<file path="config.mk">
export PLATFORM = sky130hd
export DESIGN_NAME = pipeline_stall_ctrl
export DESIGN_NICKNAME = d
export VERILOG_FILES = /design/src/rtl/cpu_ctrl_pkg.sv /design/src/rtl/stall_wait_counter.sv /design/src/rtl/pipeline_stall_ctrl.sv
export SDC_FILE = /design/constraint.sdc
export NUM_CORES = 1
export LEC_CHECK = 0
export CAP_MARGIN = 20
export CELL_PAD_IN_SITES_DETAIL_PLACEMENT = 0
export CELL_PAD_IN_SITES_GLOBAL_PLACEMENT = 1
export CORE_MARGIN = 2
export CORE_UTILIZATION = 46
export CTS_CLUSTER_SIZE = 12
export DETAILED_ROUTE_END_ITERATION = 7
export DONT_BUFFER_PORTS = 1
export GPL_ROUTABILITY_DRIVEN = 0
export PLACE_DENSITY_LB_ADDON = 0.1
export SYNTH_ARGS = -nofsm -noshare
export SYNTH_HDL_FRONTEND = slang
export SYNTH_HIERARCHICAL = 1
export SYNTH_SLANG_ARGS = --single-unit
</file>
<file path="constraint.sdc">
create_clock -name clk_i -period 2.5 [get_ports clk_i]
set_input_delay 0.625 -clock clk_i [delete_from_list [all_inputs] [get_ports clk_i]]
set_output_delay 0.625 -clock clk_i [all_outputs]
set_load 0.1 [all_outputs]
</file>
<file path="src/rtl/cpu_ctrl_pkg.sv">
// Shared control encodings for the 5-stage MIPS pipeline control blocks.
package cpu_ctrl_pkg;

  localparam int unsigned STATE_W = 2;
  localparam int unsigned OP_W    = 6;

  typedef enum logic [STATE_W-1:0] {
    ST_IDLE     = 2'd0,
    ST_WAIT_ACK = 2'd1,
    ST_RELEASE  = 2'd2
  } stall_state_e;

  localparam logic [OP_W-1:0] OP_RTYPE = 6'b000000;
  localparam logic [OP_W-1:0] OP_BEQ   = 6'b000100;
  localparam logic [OP_W-1:0] OP_ADDI  = 6'b001000;
  localparam logic [OP_W-1:0] OP_LW    = 6'b100011;
  localparam logic [OP_W-1:0] OP_SW    = 6'b101011;

endpackage : cpu_ctrl_pkg

</file>
<file path="src/rtl/stall_wait_counter.sv">
// Wait-cycle counter with clear/enable; tc_o flags the last allowed wait cycle.
module stall_wait_counter
  import cpu_ctrl_pkg::*;
#(
  parameter int unsigned CNT_W    = 8,
  parameter int unsigned TERMINAL = 255
) (
  input  logic clk_i,
  input  logic rst_i,
  input  logic clr_i,
  input  logic en_i,
  output logic tc_o
);

  logic [CNT_W-1:0] cnt_q;
  logic [CNT_W-1:0] cnt_d;

  always_comb begin
    cnt_d = cnt_q;
    if (clr_i) begin
      cnt_d = '0;
    end else if (en_i) begin
      cnt_d = cnt_q + CNT_W'(1);
    end
  end

  always_ff @(posedge clk_i) begin
    if (rst_i) begin
      cnt_q <= '0;
    end else begin
      cnt_q <= cnt_d;
    end
  end

  assign tc_o = (cnt_q == CNT_W'(TERMINAL - 1));

endmodule : stall_wait_counter

</file>
<file path="src/rtl/pipeline_stall_ctrl.sv">
// Stall/flush sequencer: merges load-use, taken-branch and multi-cycle
// data-memory accesses into pipeline-register hold/bubble/flush controls.
module pipeline_stall_ctrl
  import cpu_ctrl_pkg::*;
#(
  parameter int unsigned TIMEOUT_CYCLES = 255,
  parameter int unsigned CNT_W          = 8
) (
  input  logic clk_i,
  input  logic rst_i,
  input  logic load_use_i,
  input  logic branch_taken_i,
  input  logic EXMEM_MemRead_i,
  input  logic EXMEM_MemWrite_i,
  input  logic mem_ack_i,
  output logic mem_req_o,
  output logic mem_we_o,
  output logic PC_stall_o,
  output logic IFID_stall_o,
  output logic IFID_flush_o,
  output logic IDEX_hold_o,
  output logic IDEX_bubble_o,
  output logic EXMEM_stall_o,
  output logic MEMWB_bubble_o,
  output logic busy_o,
  output logic timeout_o
);

  stall_state_e state_q, state_d;
  logic mem_req_q, mem_req_d;
  logic mem_we_q, mem_we_d;
  logic timeout_q, timeout_d;
  logic memop;
  logic wait_tc;

  assign memop = EXMEM_MemRead_i | EXMEM_MemWrite_i;

  stall_wait_counter #(
    .CNT_W    (CNT_W),
    .TERMINAL (TIMEOUT_CYCLES)
  ) u_wait_cnt (
    .clk_i (clk_i),
    .rst_i (rst_i),
    .clr_i (state_q != ST_WAIT_ACK),
    .en_i  (state_q == ST_WAIT_ACK),
    .tc_o  (wait_tc)
  );

  always_comb begin
    state_d        = state_q;
    mem_req_d      = mem_req_q;
    mem_we_d       = mem_we_q;
    timeout_d      = timeout_q;
    PC_stall_o     = 1'b0;
    IFID_stall_o   = 1'b0;
    IFID_flush_o   = 1'b0;
    IDEX_hold_o    = 1'b0;
    IDEX_bubble_o  = 1'b0;
    EXMEM_stall_o  = 1'b0;
    MEMWB_bubble_o = 1'b0;

    unique case (state_q)
      ST_IDLE: begin
        if (memop) begin
          PC_stall_o     = 1'b1;
          IFID_stall_o   = 1'b1;
          IDEX_hold_o    = 1'b1;
          EXMEM_stall_o  = 1'b1;
          MEMWB_bubble_o = 1'b1;
          state_d        = ST_WAIT_ACK;
          mem_req_d      = 1'b1;
          mem_we_d       = EXMEM_MemWrite_i;
        end else if (load_use_i) begin
          // a branch depending on the pending load has an invalid outcome
          PC_stall_o    = 1'b1;
          IFID_stall_o  = 1'b1;
          IDEX_bubble_o = 1'b1;
        end else if (branch_taken_i) begin
          IFID_flush_o = 1'b1;
        end
      end
      ST_WAIT_ACK: begin
        PC_stall_o     = 1'b1;
        IFID_stall_o   = 1'b1;
        IDEX_hold_o    = 1'b1;
        EXMEM_stall_o  = 1'b1;
        MEMWB_bubble_o = 1'b1;
        if (mem_ack_i || wait_tc) begin
          timeout_d = timeout_q | ~mem_ack_i;
          state_d   = ST_RELEASE;
          mem_req_d = 1'b0;
          mem_we_d  = 1'b0;
        end
      end
      ST_RELEASE: begin
        // EX/MEM still holds the completed access, so its mem flags are stale
        if (load_use_i) begin
          PC_stall_o    = 1'b1;
          IFID_stall_o  = 1'b1;
          IDEX_bubble_o = 1'b1;
        end else if (branch_taken_i) begin
          IFID_flush_o = 1'b1;
        end
        state_d = ST_IDLE;
      end
      default: begin
        state_d   = ST_IDLE;
        mem_req_d = 1'b0;
        mem_we_d  = 1'b0;
      end
    endcase
  end

  always_ff @(posedge clk_i) begin
    if (rst_i) begin
      state_q   <= ST_IDLE;
      mem_req_q <= 1'b0;
      mem_we_q  <= 1'b0;
      timeout_q <= 1'b0;
    end else begin
      state_q   <= state_d;
      mem_req_q <= mem_req_d;
      mem_we_q  <= mem_we_d;
      timeout_q <= timeout_d;
    end
  end

  assign mem_req_o = mem_req_q;
  assign mem_we_o  = mem_we_q;
  assign timeout_o = timeout_q;
  assign busy_o    = (state_q != ST_IDLE);

endmodule : pipeline_stall_ctrl

</file>
==> flow_results.org <==
** Status
- Result of the run :: finished, final reports clean

** STA
- Total negative slack :: 0 ns
- Counting I/O delays and the setup requirement, the final critical path takes 2.187 ns.
- In the finished design, the share of the clock period the worst path needs comes to 87.49%.
- The count of endpoints failing hold in the final timing report came to 0.
- The clock arrives with 0.004555 ns of skew.
- Unrepaired setup endpoints after global routing :: no
- Based on the critical path, the design can be clocked at up to 457.2 MHz.
- Number of failing setup endpoints in the final timing report :: 0
- In this run the tightest slew margin relative to its limit is 66.02%.
- On the final layout, the worst hold slack is 0.4172 ns.
- The final count of pins violating max slew was 0.
- Slew @ Worst Pin :: 0.5127 ns

** Layout
- In the final layout, the share of cells above drive strength 1 is 27.16%.
- After routing the design area is 793.3 sq um.
- Most common library cell in the layout ignoring fill and taps :: dfxtp_1
- Number of nets in the layout :: 91
- The area growth from synthesis to layout is 17.84%.
- For this run, the share of the core covered by cells in the final layout is 59.47%.
- Most frequent cells in the layout :: dfxtp_1 (13), nor2_1 (9), buf_4 (6)
- Diode count :: 0

** Die
- 18 I/O pins were placed.
- Once the floorplan was initialized, standard cells occupied 50.47% of the core.
- Width of the die :: 42.26 um
- In this run the vertical extent of the chip is 42.26 um.
- In this run the standard cell core region covers 1334 sq um.
- Number of rows created at floorplan :: 13
- The die covers 1785 sq um.

** Yosys
- Adder-cell share of the synthesized area :: 3.717%
- Share of cell area taken by muxes after synthesis :: 0%
- Proportion of synthesized chip area in sequential cells :: 38.66%
- Number of distinct standard cells referenced by the synthesized netlist :: 33
- Cell Area, Synth :: 673.1 sq um
- Instance count of the mapped netlist :: 75
- After synthesis, the largest family of logic cells by area is simple AND/OR/NAND/NOR gates.
- The Yosys step of the flow raised 6 warnings.
- After synthesis the netlist holds a flip-flop and latch count of 13.
- After Yosys synthesis, and, or, nand and nor cells account for 29.55% of the synthesized area.
- Post-Synth XOR/XNOR Area :: 5.204%
- In the synthesized netlist the dominant register cell turns out to be dfxtp_1.
- For this run, asynchronously set or reset flops after synthesis account for 0%.
- Counting every net in the synthesized netlist gives 84.
- Each instance of the synthesized netlist takes up on average 8.975 sq um.
- Compound-Gate Fraction of Synth Area :: 14.31%
- Number of flops mapped to enable cells by yosys :: 0

** Worst setup path
- Data arrival time at the worst-slack endpoint :: 1.56 ns
- Worst-path maximum fanout :: 7
- CP endpoint kind :: primary output
- Required arrival time at the worst endpoint :: 1.88 ns
- Crit start category :: flop
- By startpoint and endpoint, the worst setup path is classified as reg2out.

** CTS
- TritonCTS built the clock tree.
- In this run, CTS created clock tree buffers numbering 3.
- Clock edge transition at the registers on the reported setup and hold paths :: 0.07 ns
- Counting along the longest clock path gives a buffer depth of 2.
- Number of hold buffers added after CTS :: 0
- The tree is rooted in a clkbuf_4.
- Number of instances resized during post-cts repair :: 0
- Clock latency at the later pin of the worst-skew pair :: 0.27 ns
- Post-CTS repair timing setup buffer count :: 0
- # clock sinks :: 13
- CTS built an H-tree with a depth of 1.

** Drt
- The first routing iteration left 11 violations.
- After detailed routing, the average wire length per cell comes to 12.63 um.
- Total number of vias :: 524
- The detail route stage leaves a number of antenna-violating nets equal to 0.
- In the routed design, unresolved DRC markers number 0.
- Using the TritonRoute via totals, the vias-per-cell ratio works out to 5.458.
- The routed design has 1212 um of wire.
- Drt first pass iters :: 4

** Global route
- The number of antenna violations at the first check in global routing was 0.
- Total congestion overflow :: 0
- The via count of the first global-routing pass is 419.
- Maximum number of pins on one net before global-route repair :: 10
- Total routing usage reported by global routing :: 15.32%
- Wire length of the first global-routing pass :: 2035 um

** Placement
- Buffers added on ports :: 0
- Summed over all nets, the half-perimeter wirelength after detailed placement is 909.4 um.
- Area after DPL :: 767.0 sq um

** Flow run
- The tool flagged a number of max-cap violations equal to 0.

** Power
- Overall power after layout :: 514.0 uW
- Across the VDD grid, the largest voltage drop is 0.0004846 V.
- Dividing total power by cell area gives a power density of 648.0 nW/um^2.
- In this run the static leakage power is 0.0003072 uW.

** Min path
- Min-Delay Path Class :: in2reg
-- power breakdown --
part           internal (uW)  switching, uW
combinational           39.5            127
clock                   61.8           63.9
sequential               213           8.72
total                    315            199
-- final cells by class --
class / instances / area (sq um)
Inverter: 4 / 15.01
Multi-Input combinational cell: 52 / 387.9
Timing Repair Buffer: 8 / 85.08
Clock buffer: 4 / 26.28
Sequential cell: 13 / 260.3
Tap cell: 15 / 18.77
Fill cell: 124 / 540.5
-- synth_stat cells, drive strengths merged, types with 2 or more instances --
master	n	area [sq um]
a21oi	3	15.01
o21ai	4	20.02
or3	3	18.77
buf	5	38.78
dfxtp	13	260.3
inv	4	15.01
or2	2	12.51
xor2	3	26.28
nor2	9	33.78
nand2	2	7.510
a31oi	2	12.51
nor3	2	15.01
ha	2	25.02
nand4	4	31.28
nand3	3	15.01
o31ai	2	15.01
-- through the flow --
step           setup slack, ns  std cells
2_1_floorplan           0.1739         75
3_3_place_gp            0.4800         92
3_5_place_dp            0.4576         92
4_1_cts                 0.3096         96
5_1_grt                 0.2526         96
6_report                0.3127         96
-- critical path: stages, from the launching register on --
cell      delay [ns]
dfxtp_1         0.50
o21bai_2        0.25
nor3b_4         0.23
buf_4           0.31
-- worst paths after layout --
| path | start | endpoint | slack, ns | depth (start not counted) |
|---|---|---|---|---|
| worst max register to register | u_wait_cnt/cnt_q[0] | mem_we_o | 1.04 | 7 |
| worst min-delay path | rst_i | timeout_o | 0.42 | 1 |
| worst min register to register | u_wait_cnt/cnt_q[5] | u_wait_cnt/cnt_q[5] | 0.50 | 2 |
| worst max-delay path | state_q[1] | IDEX_bubble_o | 0.31 | 3 |
-- logic make-up (layout without fill, tap and decap cells) --
kind of cell               after synthesis  in the layout
DFF                                     13             13
buffers and inverters                   10             16
adders and majority gates                2              2
AOI/OAI and AO/OA                       15             15
xor gates and xnor gates                 4              4
and+or+nand+nor                         31             31
-- flip-flops by register name (all words and copies together) (netlist names) --
name / cells
u_wait_cnt/cnt_q: 8
state_q: 2
mem_req_o: 1
mem_we_o: 1
timeout_o: 1
-- routing by layer --
metal / vias to the layer above / part of all wire, % / wire length [um] / GRT usage [%]
met5: - / 0 / 0 / 0
met4: 0 / 3.1 / 37 / 9.375
met3: 4 / 4.5 / 54 / 4.310
met2: 11 / 37 / 446 / 18.15
met1: 233 / 56 / 674 / 23.40
li1: 276 / - / - / -
Note: power is estimated with default switching activity, not from simulation.
